### src/rtl/inst_buffer_pkg.sv
// Shared frontend package for the instruction buffer.
// Holds the default buffer depth and the {pc, inst} entry type used by both
// the pointer/count logic (inst_buffer) and the storage array (ib_storage).
package inst_buffer_pkg;

    // Default number of buffer entries (power of two, at least 4).
    localparam int unsigned IbDepth = 8;

    typedef struct packed {
        logic [31:0] pc;
        logic [31:0] inst;
    } ib_entry_t;

endpackage

### src/rtl/ib_storage.sv
// Instruction buffer storage: a 2-write / 2-read register array of ib_entry_t.
// No reset; entry contents are meaningless until written.
// Ports:
//   clk             clock, writes on rising edge
//   we0/waddr0/wdata0  write port 0
//   we1/waddr1/wdata1  write port 1 (never the same address as port 0 when both fire)
//   raddr0/rdata0   combinational read port 0
//   raddr1/rdata1   combinational read port 1
module ib_storage
    import inst_buffer_pkg::*;
#(
    parameter int unsigned DEPTH = IbDepth,
    localparam int unsigned AW = $clog2(DEPTH)
) (
    input  logic          clk,
    input  logic          we0,
    input  logic [AW-1:0] waddr0,
    input  ib_entry_t     wdata0,
    input  logic          we1,
    input  logic [AW-1:0] waddr1,
    input  ib_entry_t     wdata1,
    input  logic [AW-1:0] raddr0,
    input  logic [AW-1:0] raddr1,
    output ib_entry_t     rdata0,
    output ib_entry_t     rdata1
);

    ib_entry_t mem [DEPTH];

    always_ff @(posedge clk) begin
        if (we0) mem[waddr0] <= wdata0;
        if (we1) mem[waddr1] <= wdata1;
    end

    assign rdata0 = mem[raddr0];
    assign rdata1 = mem[raddr1];

endmodule

### src/rtl/inst_buffer.sv
// Instruction buffer between fetch (IF3) and decode: circular FIFO of
// {pc, inst} entries accepting up to two instructions and delivering up to
// two per cycle.
// Ports:
//   clk, rst                 clock, synchronous active-high reset
//   flush                    discard all contents (priority over traffic)
//   pause                    backend stall, blocks dequeue
//   pause_req                stall request to fetch; from registered count only
//   in_valid, in_inst*, in_pc*   fetch slots, bit0/slot0 is older
//   out_valid, out_inst*, out_pc*  head entries to decode, bit0/slot0 is older
//   out_ready                decode takes every slot flagged in out_valid
module inst_buffer
    import inst_buffer_pkg::*;
#(
    parameter int unsigned DEPTH = IbDepth
) (
    input  logic        clk,
    input  logic        rst,
    input  logic        flush,
    input  logic        pause,
    output logic        pause_req,
    input  logic [1:0]  in_valid,
    input  logic [31:0] in_inst0,
    input  logic [31:0] in_inst1,
    input  logic [31:0] in_pc0,
    input  logic [31:0] in_pc1,
    output logic [1:0]  out_valid,
    output logic [31:0] out_inst0,
    output logic [31:0] out_inst1,
    output logic [31:0] out_pc0,
    output logic [31:0] out_pc1,
    input  logic        out_ready
);

    localparam int unsigned AW = $clog2(DEPTH);
    localparam int unsigned CW = AW + 1;

    logic [AW-1:0] head_q, head_d;
    logic [AW-1:0] tail_q, tail_d;
    logic [CW-1:0] count_q, count_d;

    logic          wr_en;
    logic          we0, we1;
    ib_entry_t     wdata0, wdata1;
    ib_entry_t     rdata0, rdata1;
    logic [1:0]    n_wr, n_rd;

    // Fewer than two free slots: upstream must hold. Registered count only.
    assign pause_req = count_q > CW'(DEPTH - 2);
    assign out_valid = {count_q >= CW'(2), count_q >= CW'(1)};

    // Upstream holds its registers while pause_req=1, so in_valid is ignored then.
    assign wr_en = !pause_req && !flush;
    assign we0   = wr_en && (|in_valid);
    assign we1   = wr_en && (&in_valid);

    // Compaction: a lone slot1 instruction goes through write port 0 at tail.
    always_comb begin
        wdata0 = in_valid[0] ? '{pc: in_pc0, inst: in_inst0} : '{pc: in_pc1, inst: in_inst1};
        wdata1 = '{pc: in_pc1, inst: in_inst1};
    end

    assign n_wr = {1'b0, we0} + {1'b0, we1};
    assign n_rd = (out_ready && !pause) ? ({1'b0, out_valid[0]} + {1'b0, out_valid[1]}) : 2'd0;

    always_comb begin
        head_d  = head_q + AW'(n_rd);
        tail_d  = tail_q + AW'(n_wr);
        count_d = count_q + CW'(n_wr) - CW'(n_rd);
        if (flush) begin
            head_d  = '0;
            tail_d  = '0;
            count_d = '0;
        end
    end

    always_ff @(posedge clk) begin
        if (rst) begin
            head_q  <= '0;
            tail_q  <= '0;
            count_q <= '0;
        end else begin
            head_q  <= head_d;
            tail_q  <= tail_d;
            count_q <= count_d;
        end
    end

    ib_storage #(
        .DEPTH (DEPTH)
    ) u_storage (
        .clk    (clk),
        .we0    (we0),
        .waddr0 (tail_q),
        .wdata0 (wdata0),
        .we1    (we1),
        .waddr1 (tail_q + AW'(1)),
        .wdata1 (wdata1),
        .raddr0 (head_q),
        .raddr1 (head_q + AW'(1)),
        .rdata0 (rdata0),
        .rdata1 (rdata1)
    );

    assign out_inst0 = rdata0.inst;
    assign out_pc0   = rdata0.pc;
    assign out_inst1 = rdata1.inst;
    assign out_pc1   = rdata1.pc;

endmodule

### config.mk
export PLATFORM = sky130hd
export DESIGN_NAME = inst_buffer
export DESIGN_NICKNAME = d
export VERILOG_FILES = /design/src/rtl/inst_buffer_pkg.sv /design/src/rtl/ib_storage.sv /design/src/rtl/inst_buffer.sv
export SDC_FILE = /design/constraint.sdc
export NUM_CORES = 1
export LEC_CHECK = 0
export ABC_AREA = 1
export BUFFER_PORTS_ARGS = -buffer_cell sky130_fd_sc_hd__buf_2
export CORE_MARGIN = 2
export CORE_UTILIZATION = 40
export DETAILED_ROUTE_END_ITERATION = 6
export PLACE_DENSITY_LB_ADDON = 0.05
export SLEW_MARGIN = 10
export SYNTH_ARGS = -nofsm -noshare
export SYNTH_HDL_FRONTEND = slang
export SYNTH_SLANG_ARGS = --single-unit
### constraint.sdc
create_clock -name clk -period 4.4 [get_ports clk]
set_input_delay 0.66 -clock clk [delete_from_list [all_inputs] [get_ports clk]]
set_output_delay 0.66 -clock clk [all_outputs]
set_load 0.02 [all_outputs]
### Word-level counts from Yosys, hierarchy flattened

Memories as Yosys holds them, arrays and structs flattened. A register that Yosys moved wholly into a read port is not among the register bits.
Index checks and enable logic that the tools add are counted.

* register bits: 10
* RAM bits: 512
* bits of input ports: 135
* word-level logic and storage cells: 32
* memories kept: 1

* add/sub/neg operators: 8
* magnitude comparators: 3
* muxes and demuxes: 7
* reductions and logical operators: 10

Memories
* u_storage.mem: words 8, width 64, read ports 2, clocked after memory_dff 1, write ports 2, RTL line ib_storage.sv:28 `ib_entry_t mem [DEPTH];`

Operators by type and width (count)
* 2-to-1 mux 64 bit: 1
* adder 3 x 1 -> 3 bit, second input constant: 2
* adder 3 x 2 -> 3 bit: 2
* adder 1 x 1 -> 2 bit: 2
* adder 4 x 2 -> 4 bit: 1
* >= comparator 4 x 1 -> 1 bit, second input constant: 1
* >= comparator 4 x 2 -> 1 bit, second input constant: 1
* > comparator 4 x 3 -> 1 bit, second input constant: 1
* logical AND 1 bit: 4
* 2-to-1 mux 1 bit: 4
* OR reduction 2 bit: 2
* subtractor 4 x 2 -> 4 bit: 1
* logical NOT 1 bit: 3
* 2-to-1 mux 3 bit: 1
* 2-to-1 mux 2 bit: 1
* AND reduction 2 bit: 1

### Depth between registers and ports, before layout

* depth in word-level cells: 7
* mapped depth: 17
* depth with buffers taken out: 15

### Hierarchy

Synthesis repeated with hierarchy kept, for this count alone.

* cell total of the unflattened synthesis: 4997
* area total of the unflattened synthesis: 34505.6 sq um

Modules (own cells, without submodules)
* ib_storage: instances 1, cells each 4702, area an instance 32937.8 sq um, seq. area each 15374.7 sq um
* inst_buffer: instances 1, cells each 295, area an instance 1567.8 sq um, seq. area each 200.2 sq um

### Worst setup path before layout

OpenSTA, ideal clock, no wires.

* path type: input to register
* from: in flush
* to: mem u_storage.mem[7][0] in the netlist's numbering, enable pin
* arrival: 2.759 ns
* path slack: 1.217 ns
* stages: 7
* cells stage by stage: inv_1 nand3_2 nor2_4 buf_6 nand2_1 clkbuf_1 nand2_1

RTL lines
* start: declaration: RTL line inst_buffer.sv:19 `input logic flush,`
* end: declaration: RTL line ib_storage.sv:28

### Worst setup path after layout

* from: reg head_q[0]
* to: out out_pc1[13]

* cells in the longest elaborated chain, start to end: 2

RTL lines
* start: declaration: RTL line inst_buffer.sv:38 `logic [AW-1:0] head_q, head_d;`
* start signal: assignment: RTL line inst_buffer.sv:79 `head_q <= '0;`
* start signal: assignment: RTL line inst_buffer.sv:83 `head_q <= head_d;`
* adder 3 x 1 -> 3 bit: RTL line inst_buffer.sv:100 `.raddr1 (head_q + AW'(1)),`
* memory (8 x 64 bit)
* end: declaration: RTL line inst_buffer.sv:31 `output logic [31:0] out_pc1,`

No other way between the ends.

==> flow_summary.json <==
{
  "synth-main-ff-cell": "edfxtp_1",
  "finalCriticalPeriod_ns": 3.996,
  "routabilityCongestion": 0.7978,
  "slew_viol_final": 0,
  "cts_max_level": 3,
  "timing.setup.tns_ns": 0,
  "cp_data_arrival_time_ns": 3.34,
  "overflow": 0,
  "dp.final_hpwl_microns": 72720,
  "die_x_microns": 298.3,
  "leakagePower_nw": 16.97,
  "timing.fmax_ghz": 0.2503,
  "worstPathRequired_ns": 3.74,
  "synth-edff-count": 512,
  "synthesis.area_sq_um": 34640,
  "row_count": 107,
  "cts_tree": "built",
  "wire_length_of_the_first_global_routing_pass_microns": 200100,
  "setup_repair_after_global_routing_missed_its_margin": "no",
  "criticalPathCategory": "reg2out",
  "postRouteWirelength_microns": 134600,
  "insertion_delay_ns": 0.62,
  "number_of_antenna_violations_at_the_first_check_in_global_routing": 7,
  "vias": 32750,
  "nets": 4857,
  "worstMarginPinSlew_ns": 1.353,
  "vias_per_cell": 5.551,
  "startpoint_type": "flip-flop",
  "mostFrequentLayoutCell": "nand2_1",
  "powerDensity_nw_per_um2": 427.7,
  "post_synth_main_area_contributors": "edfxtp_1, nand2_1, nand3_1",
  "setup_violations": 0,
  "worst_ir_drop_vdd_mv": 0.3110,
  "coreArea_sq_um": 85550,
  "detail_route.wl_per_cell_microns": 22.82,
  "setup_ws_ns": 0.4044,
  "post_cts.repair.setup_buffers": 0,
  "hold_class": "in2reg",
  "post_cts_resized": 0,
  "grt_pass1_vias": 30950,
  "tritoncts_num_sinks": 522,
  "synthDominantCellAreaShare_pct": 44.38,
  "netlist.top_cell.by_area": "edfxtp_1",
  "maxSlewHeadroom_pct": 9.806,
  "cts_hold_buffers": 0,
  "initial_utilization_pct": 40.50,
  "antenna_violating_nets_post_route": 0,
  "synth.yosys.warnings": 0,
  "totalPowerFinal_mw": 16.40,
  "crit_path_end_kind": "output pin",
  "outcome": "finished, final reports clean",
  "tritoncts.num_buffers": 67,
  "multiInputGateArea_sq_um": 15990,
  "die_area_sq_um": 88980,
  "place_worst_setup_slack_ns": 0.8587,
  "mostFrequentLayoutCells": "nand2_1, nand3_1, edfxtp_1",
  "timing.critical_path.fanout_max": 77,
  "clock-skew-final_ns": 0.02215,
  "timing.final.crit_share_pct": 90.81,
  "syn-instance-count": 4738,
  "drt_first_pass_iters": 6,
  "ys_types": 28,
  "filler_cell_count": 8572,
  "cts-root-buf": "clkbuf_16",
  "clkSlewWorstSetupHoldPaths_ns": 0.06,
  "ctsLongestPathBuffers": 3,
  "dieHeight_microns": 298.3,
  "count_of_buffers_from_port_buffering": 265,
  "timing.reg2reg.setup_slack_ns": 1.07,
  "syn_nets": 4889,
  "synthesis.area_per_instance_sq_um": 7.312,
  "io_pins": 266,
  "drc_errors": 0,
  "grt_usage_pct": 29.64,
  "synth.yosys.seq_area_share_pct": 44.96,
  "drt_first_iter_violations": 3418,
  "final_layout_size_suffix_gt1_share_pct": 11.95,
  "yosys_register_bits": 522,
  "sequential_cell_area_sq_um": 15590,
  "areaGrowthSynthToFinish_pct": 10.69,
  "cap_viol_max_count": 0,
  "postSynth.asyncResetShare_pct": 0,
  "finalHoldViolCount": 0,
  "grt_start_max_net_pins": 250
}
-- state kept, by name (all words and copies together) (netlist names) --
| register | flops |
|---|---|
| u_storage.mem | 512 |
| count_q | 4 |
| head_q | 3 |
| tail_q | 3 |
-- synthesized netlist by cell type (2+ instances only) --
library cell / n
buf_2: 206
clkbuf_1: 172
buf_4: 12
a21oi_2: 101
o21ai_1: 199
ha_1: 12
nor3_1: 8
inv_1: 277
dfxtp_1: 10
xnor2_1: 4
nand3_1: 519
fa_1: 4
buf_6: 32
nand2_1: 2018
buf_1: 20
o211ai_1: 128
nor2_1: 21
inv_2: 5
edfxtp_1: 512
nor3b_1: 2
o21ai_0: 185
a21oi_1: 285
-- kinds of logic after synthesis --
group / after synthesis / share of synthesized area, %
compound gates: 898 / 14.99
xor+xnor: 4 / 0.1011
fa+ha+maj: 16 / 0.6645
buf+inv: 727 / 9.455
flops: 522 / 44.96
simple gates: 2571 / 29.83
-- layer usage --
| metal | vias to the layer above | track usage [%] | wire [microns] |
|---|---|---|---|
| met5 | - | 0 | 74 |
| met4 | 10 | 9.009 | 3481 |
| met3 | 200 | 4.025 | 9891 |
| met2 | 1289 | 48.38 | 62800 |
| met1 | 15620 | 40.83 | 58380 |
| li1 | 15630 | - | - |
-- final timing paths --
check                         endpoint  cells past startpoint       start
setup / recovery           out_pc1[13]                      9   head_q[0]
hold / removal              count_q[3]                      4         rst
setup reg to reg  u_storage.mem[0][22]                      8  count_q[3]
hold reg to reg              tail_q[2]                      2   tail_q[2]
-- worst max-delay path, stage by stage (launching register included) --
cell and delay (ns):
dfxtp_4 0.46, ha_4 0.26, inv_8 0.61, buf_4 0.60, a21oi_2 0.04, o21ai_1 0.10, nand2_1 0.06, nand2_1 0.06
nand2_1 0.18, buf_2 0.22
-- through the flow --
| step | area [sq um] | util (%) | cells | hold slack [ns] |
|---|---|---|---|---|
| 3_5_place_dp | 36200 | 42.32 | 5781 | 0.6321 |
| 2_1_floorplan | 34640 | - | 4738 | 0.5835 |
| 3_3_place_gp | 36200 | 42.32 | 5781 | 0.6468 |
| 6_report | 38350 | 44.82 | 5899 | 0.3618 |
| 5_1_grt | 38340 | 44.82 | 5898 | 0.4157 |
| 4_1_cts | 38340 | 44.82 | 5898 | 0.3335 |
-- power by group --
part           total (mW)  switching [mW]  internal (mW)  leakage (nW)
Clock                5.55            2.24           3.30          1.05
Sequential           5.85          0.0806           5.77          4.75
Combinational        5.00            3.62           1.39          11.2
-- cell type report --
type	count	share of cell area, %
multi-input cells	3489	41.71
flip-flops and latches	522	40.65
repair buffers	342	5.462
clock buffers	90	4.956
well taps	1144	3.733
inverters	284	2.858
clock inverters	27	0.6298
diodes	1	0.006526
Power figures use the tool's default switching activity.
